`config.mk`:
```
export PLATFORM = sky130hd
export DESIGN_NAME = alu
export DESIGN_NICKNAME = d
export VERILOG_FILES = /design/src/rtl/alu.sv
export SDC_FILE = /design/constraint.sdc
export NUM_CORES = 1
export LEC_CHECK = 0
export ABC_AREA = 1
export CAP_MARGIN = 15
export CORE_MARGIN = 5
export CORE_UTILIZATION = 46
export CTS_CLUSTER_DIAMETER = 120
export DETAILED_ROUTE_END_ITERATION = 16
export GPL_ROUTABILITY_DRIVEN = 0
export PLACE_DENSITY = 0.8
export SLEW_MARGIN = 25
export SYNTH_ARGS = -nofsm -noshare
export SYNTH_HDL_FRONTEND = slang
export SYNTH_SLANG_ARGS = --single-unit
```
`constraint.sdc`:
```
create_clock -name i_clk -period 4 [get_ports i_clk]
set_input_delay 0.8 -clock i_clk [delete_from_list [all_inputs] [get_ports i_clk]]
set_output_delay 0.8 -clock i_clk [all_outputs]
set_load 0.05 [all_outputs]
```
`src/rtl/alu.sv`:
```
// Single-cycle ALU with combinational flags and a registered sticky overflow flag.
// Optional shift operations (SLL/SRL/SRA) are compiled in when ALU_SHIFT_EN is defined.
module alu #(
    parameter int XLEN = 64
) (
    input  logic            i_clk,
    input  logic            i_rst,
    input  logic [3:0]      i_control,
    input  logic [XLEN-1:0] i_a,
    input  logic [XLEN-1:0] i_b,
    input  logic            i_clr_sticky,
    output logic [XLEN-1:0] o_result,
    output logic            o_zero,
    output logic            o_negative,
    output logic            o_overflow,
    output logic            o_carry,
    output logic            o_ovf_sticky
);

    localparam logic [3:0] OP_AND  = 4'b0000;
    localparam logic [3:0] OP_OR   = 4'b0001;
    localparam logic [3:0] OP_ADD  = 4'b0010;
    localparam logic [3:0] OP_XOR  = 4'b0011;
    localparam logic [3:0] OP_SUB  = 4'b0110;
    localparam logic [3:0] OP_SLT  = 4'b0111;
    localparam logic [3:0] OP_SLTU = 4'b1000;
    localparam logic [3:0] OP_NOR  = 4'b1100;

`ifdef ALU_SHIFT_EN
    localparam logic [3:0] OP_SLL  = 4'b0100;
    localparam logic [3:0] OP_SRL  = 4'b0101;
    localparam logic [3:0] OP_SRA  = 4'b1101;
    localparam int         SHW     = $clog2(XLEN);

    logic [SHW-1:0] shamt;
    assign shamt = i_b[SHW-1:0];
`endif

    // One extra bit on both paths: bit XLEN is ADD carry-out, and for SUB it is the borrow.
    logic [XLEN:0] add_full;
    logic [XLEN:0] sub_full;
    logic          add_ovf;
    logic          sub_ovf;
    logic          slt;
    logic          sltu;
    logic          sticky;

    assign add_full = {1'b0, i_a} + {1'b0, i_b};
    assign sub_full = {1'b0, i_a} - {1'b0, i_b};
    assign add_ovf  = (i_a[XLEN-1] == i_b[XLEN-1]) && (add_full[XLEN-1] != i_a[XLEN-1]);
    assign sub_ovf  = (i_a[XLEN-1] != i_b[XLEN-1]) && (sub_full[XLEN-1] != i_a[XLEN-1]);
    assign slt      = $signed(i_a) < $signed(i_b);
    assign sltu     = i_a < i_b;

    always_comb begin
        o_result   = '0;
        o_overflow = 1'b0;
        o_carry    = 1'b0;
        case (i_control)
            OP_AND:  o_result = i_a & i_b;
            OP_OR:   o_result = i_a | i_b;
            OP_XOR:  o_result = i_a ^ i_b;
            OP_NOR:  o_result = ~(i_a | i_b);
            OP_ADD: begin
                o_result   = add_full[XLEN-1:0];
                o_overflow = add_ovf;
                o_carry    = add_full[XLEN];
            end
            OP_SUB: begin
                o_result   = sub_full[XLEN-1:0];
                o_overflow = sub_ovf;
                o_carry    = ~sub_full[XLEN];
            end
            OP_SLT:  o_result = {{(XLEN-1){1'b0}}, slt};
            OP_SLTU: o_result = {{(XLEN-1){1'b0}}, sltu};
`ifdef ALU_SHIFT_EN
            OP_SLL:  o_result = i_a << shamt;
            OP_SRL:  o_result = i_a >> shamt;
            OP_SRA:  o_result = $signed(i_a) >>> shamt;
`endif
            default: o_result = '0;
        endcase
    end

    assign o_zero     = (o_result == '0);
    assign o_negative = o_result[XLEN-1];

    // Clear has priority over a same-cycle overflow so software never misses a fresh clear.
    always_ff @(posedge i_clk) begin
        if (i_rst) begin
            sticky <= 1'b0;
        end else if (i_clr_sticky) begin
            sticky <= 1'b0;
        end else if (o_overflow) begin
            sticky <= 1'b1;
        end
    end

    assign o_ovf_sticky = sticky;

endmodule

```
==> results of run 1 <==
## timing repair
action	4_1_cts
hold buffers	0
pin swaps	380
buffers inserted	130
gates cloned	1
resized for setup	1463
setup endpoints to repair	55
## cell usage after synthesis (all sizes together), types with 2 or more instances
| cell type | n |
|---|---|
| a21oi | 148 |
| nand3 | 361 |
| o221ai | 5 |
| o22ai | 33 |
| buf | 89 |
| nor4 | 6 |
| a21o | 4 |
| and2 | 4 |
| nand3b | 5 |
| nand4 | 46 |
| nand2 | 1042 |
| o21ai | 83 |
| o21bai | 29 |
| ha | 193 |
| xnor2 | 2 |
| a221o | 7 |
| a221oi | 40 |
| nor3 | 17 |
| inv | 666 |
| o21a | 6 |
| and3 | 2 |
| nor2 | 387 |
| clkbuf | 12 |
| fa | 2 |
## cell families after synthesis
family / after synthesis / share of synthesized area [%]
AO/OA/AOI/OAI: 360 / 13.9
XOR/XNOR: 3 / 0.167
adder cells (fa/ha/maj): 195 / 15.6
buffers and inverters: 767 / 19.8
flip-flops: 1 / 0.128
multiplexers: 1 / 0.0717
AND/OR/NAND/NOR: 1871 / 50.3
## layer usage
layer  global-route usage, %  overflow
met1                    79.6         7
met3                    75.2         9
met4                    80.1       104
met2                    92.6       142
met5                    51.1         1
## metrics by stage
step                util [%]  hold WS [ns]  TNS, ns  worst slack (ns)
global placement        72.9         0.457   -19.71             -1.11
CTS                     87.8         0.491    -1.00            -0.413
detailed placement      72.9         0.488   -22.63             -1.14
floorplan                  -         0.747        0           0.00448
==> results by group, run 1 <==
GRT
  – GRT Total Usage: 81.6%
  – Vias in the first global route: 38095
  – Grt ovf: 263
  – Largest net degree at the start of global routing: 24
  – Global-route wire length before repair: 244000 microns

Outcome
  – Run status: aborted with a tool error
  – Stopped at: global routing
  – Tool error: [ERROR GRT-0116] Global routing finished with congestion. Check the congestion regions in the DRC Viewer.

Synth
  – Synthesis Warnings: 0
  – Mapped Nets: 3528
  – Synth cell types: 49
  – Post-synthesis sequential area ratio: 0.128%
  – Flops & latches, synth: 1
  – EDFF count, synth: 0
  – Primary FF master, synth: dfxtp_1
  – Top cell type by total area after synthesis: nand2_1
  – Asr flop ratio synth: 0%
  – Syn avg cell area: 4.91 sq um
  – Synth Instances: 3198
  – Ranking of synthesized cells by area: nand2_1 (24%), inv_1 (16%), ha_1 (15%)
  – Yosys top cell area share: 24.4%
  – Mapped Area: 15700 sq um

Die
  – Row cnt: 67
  – Die Wd: 195 microns
  – I/O pins: 204
  – Initial cell density of the core: 46.7%
  – Die height: 195 microns

Placement
  – Post-DP HPWL: 69700 microns
  – Placed Area: 24500 sq um
  – Buffers on Ports: 203
  – Dpl cells: 4517
==> run 2, diff against run 1 <==
--- a/config.mk
+++ b/config.mk
@@ -8,11 +8,10 @@
 export ABC_AREA = 1
 export CAP_MARGIN = 15
 export CORE_MARGIN = 5
-export CORE_UTILIZATION = 46
-export CTS_CLUSTER_DIAMETER = 120
+export CORE_UTILIZATION = 31
 export DETAILED_ROUTE_END_ITERATION = 16
 export GPL_ROUTABILITY_DRIVEN = 0
-export PLACE_DENSITY = 0.8
+export PLACE_DENSITY_LB_ADDON = 0.15
 export SLEW_MARGIN = 25
 export SYNTH_ARGS = -nofsm -noshare
 export SYNTH_HDL_FRONTEND = slang
==> run 2 against run 1 <==
The flow now finishes, with violations (negative setup slack); synthesized cell count stayed put; area after synthesis stayed put.
==> results by group, run 2 <==
Power
  – Leak: 17.2 nW
  – Clock Power Share: 0%
  – Seq pwr share: 0.2%
  – Max rail drop VDD: 0.113 mV
  – Switching part of the total: 55.7%
  – Pwr Density: 163 nW/um^2
  – P_sw: 3.01 mW
  – Combinational power share: 99.8%
  – Design Power: 5.41 mW
  – Cell Int Power: 2.40 mW

Placement
  – Buffers on Ports: 203 (unchanged)
  – Placed Area: 25200 sq um (+2.9%)
  – Dpl cells: 4787 (+6.0%)
  – Place WS: -1.40 ns (-0.254 ns)
  – Post-DP HPWL: 76800 microns (+10%)

Clock network
  – Clk Latency, worst-skew pair: 0 ns
  – Post-CTS Hold Buffers: 0 (unchanged)
  – Clock transition at path regs: 0 ns

Final layout
  – Final core utilization: 66.0%
  – Max reg flops: 1
  – Layout Nets: 4660
  – Fillers: 4218
  – P&R area growth vs syn: 111%
  – Most common cell after layout, fill and taps aside: buf_4
  – Number of diodes: 0
  – Layout cells sized above 1: 61.4%
  – Fin area: 33100 sq um
  – Final non-filler cell total: 5000
  – Commonest non-fill, non-tap cells in the layout: buf_4 (900), nand2_1 (579), inv_1 (382)

Timing
  – Setup_tns: -1.79 ns
  – Setup Skew: 0 ns
  – Crit share post-route: 110%
  – Hold slack: 0.480 ns
  – Peak Freq: 228 MHz
  – Final hold viol count: 0
  – Unrepaired setup endpoints after global routing: yes
  – Post-route setup slack: -0.392 ns
  – Final-report max-slew violation count: 0
  – Final setup violation count: 17
  – Tmin final: 4.39 ns
  – Worst slew pin tran: 0.738 ns
  – Max-slew headroom: 50.7%

GRT
  – Grt ovf: 0
  – GRT Total Usage: 31.9%
  – Most Crowded Layer GR: met2
  – Met2 Use GR: 51.8%
  – Initial antenna violation count: 0
  – Met1 Use GR: 42.2%
  – Met3 Use GR: 5.59%
  – Vias in the first global route: 24588
  – Largest net degree at the start of global routing: 34
  – Global-route wire length before repair: 141000 microns

Hold path
  – Hold Path Cell Cnt: 2
  – Hold Startpoint: o_ovf_sticky
  – Worst Hold End: o_ovf_sticky
  – Worst hold path type: register to register

Synth
  – Synth top cells by count: nand2_1 (1020), inv_1 (658), nor2_1 (355), nand3_1 (349), ha_1 (193)
  – EDFF count, synth: 0 (unchanged)
  – Synth Instances: 3198 (unchanged)
  – Top cell type by total area after synthesis: nand2_1
  – Ranking of synthesized cells by area: nand2_1 (24%), inv_1 (16%), ha_1 (15%)
  – Flops & latches, synth: 1 (unchanged)
  – Primary FF master, synth: dfxtp_1
  – Synth cell types: 49 (unchanged)
  – Mapped Area: 15700 sq um (unchanged)
  – Syn avg cell area: 4.91 sq um (unchanged)
  – Asr flop ratio synth: 0% (unchanged)
  – Synthesis Warnings: 0 (unchanged)
  – Post-synthesis sequential area ratio: 0.128% (unchanged)
  – Mapped Nets: 3528 (unchanged)
  – Yosys top cell area share: 24.4% (unchanged)
  – Most common cell in the netlist: nand2_1

Run
  – Max capacitance violation total: 0

Route
  – DRC errors left: 0
  – Vias post-DR: 26431
  – Pre-Repair DR Iteration Count: 5
  – DRT iter0 DRCs: 2713
  – Routed WL: 99300 microns
  – ANT nets after route: 0
  – DR WL/cell: 19.9 microns
  – Drt via density: 5.29

Worst setup path
  – Crit. End Element: output port
  – CP startpoint kind: primary input
  – Crit Path Max Fanout: 7
  – Worst R2R End: o_ovf_sticky
  – R2R depth: 2
  – Arrival @ worst endpoint: 3.59 ns
  – Reg2Reg Setup Slack: 3.38 ns
  – WS Path Type: primary input to output port
  – Worst reg2reg path startpoint: o_ovf_sticky
  – CP required: 3.20 ns

Die
  – I/O pins: 204 (unchanged)
  – Row cnt: 82 (+22%)
  – Core area: 50200 sq um
  – Die height: 235 microns (+21%)
  – Die Wd: 235 microns (+21%)
  – DIE AREA: 55200 sq um
  – Initial cell density of the core: 31.3% (-15 points)

Outcome
  – Violated checks: negative setup slack
  – Run status: finished, violations left
-- run 2: cell counts after synthesis --
Identical to the previous run, type by type.
-- run 2: worst max path at each step --
stage / slack [ns] / cells past startpoint / from / endpoint
after global placement: -1.36 / 25 / i_b[2] / o_zero
after global routing: -0.51 / 23 / i_a[7] / o_zero
final: -0.39 / 23 / i_a[14] / o_zero
after CTS: -0.45 / 21 / i_b[0] / o_zero
after floorplan: 0.004 / 20 / i_a[0] / o_zero
after detailed placement: -1.40 / 25 / i_b[2] / o_zero
-- run 2: final cells by class --
class | count | area [sq um] | share of cell area [%]
inverters | 666 | 2570 | 7.76
multi-input cells | 2431 | 18900 | 57.2
flip-flops and latches | 1 | 20.0 | 0.0604
well taps | 672 | 841 | 2.54
repair buffers | 1230 | 10800 | 32.5
-- run 2: power by group through the flow --
stage	registers [mW]	clock network, mW	logic (mW)
after floorplan	0.0108	0	1.76
after global placement	0.0104	0	3.77
after detailed placement	0.0104	0	3.77
after CTS	0.0104	0	4.72
after global routing	0.0104	0	5.64
final	0.0104	0	5.40
-- run 2: layer usage --
| metal | vias up | wire (microns) |
|---|---|---|
| li1 | 12264 | - |
| met1 | 12199 | 38700 |
| met2 | 1568 | 43500 |
| met3 | 400 | 10700 |
| met4 | 0 | 6410 |
| met5 | - | 0 |
-- run 2: logic make-up after synthesis --
| group | after synthesis | synth area share [%] |
|---|---|---|
| fa+ha+maj | 195 | 15.6 |
| flops | 1 | 0.128 |
| xor+xnor | 3 | 0.167 |
| buf+inv | 767 | 19.8 |
| compound gates | 360 | 13.9 |
| mux | 1 | 0.0717 |
| simple gates | 1871 | 50.3 |
-- run 2: timing repair --
action | in CTS | in global routing
pin swaps | 407 | 364
setup endpoints to repair | 57 | 33
resized for setup | 1641 | 736
gates cloned | 1 | 1
setup buffers | 148 | 75
-- run 2: critical path, cell delays in order --
cell and delay, ns:
buf_2 0.10, inv_2 0.04, ha_4 0.33, inv_4 0.06
nand2_4 0.08, buf_6 0.12, inv_1 0.04, nand2_1 0.06
nand2_2 0.10, o21bai_4 0.18, nand2_2 0.09, buf_4 0.11
nand4_1 0.14, nand3_2 0.15, nand3_4 0.09, nor2_4 0.21
nand2_2 0.09, nor2_4 0.10, nand2_2 0.07, nor2_4 0.16
nand3_2 0.12, nor2_4 0.17, buf_12 0.16
Power figures use the tool's default switching activity.
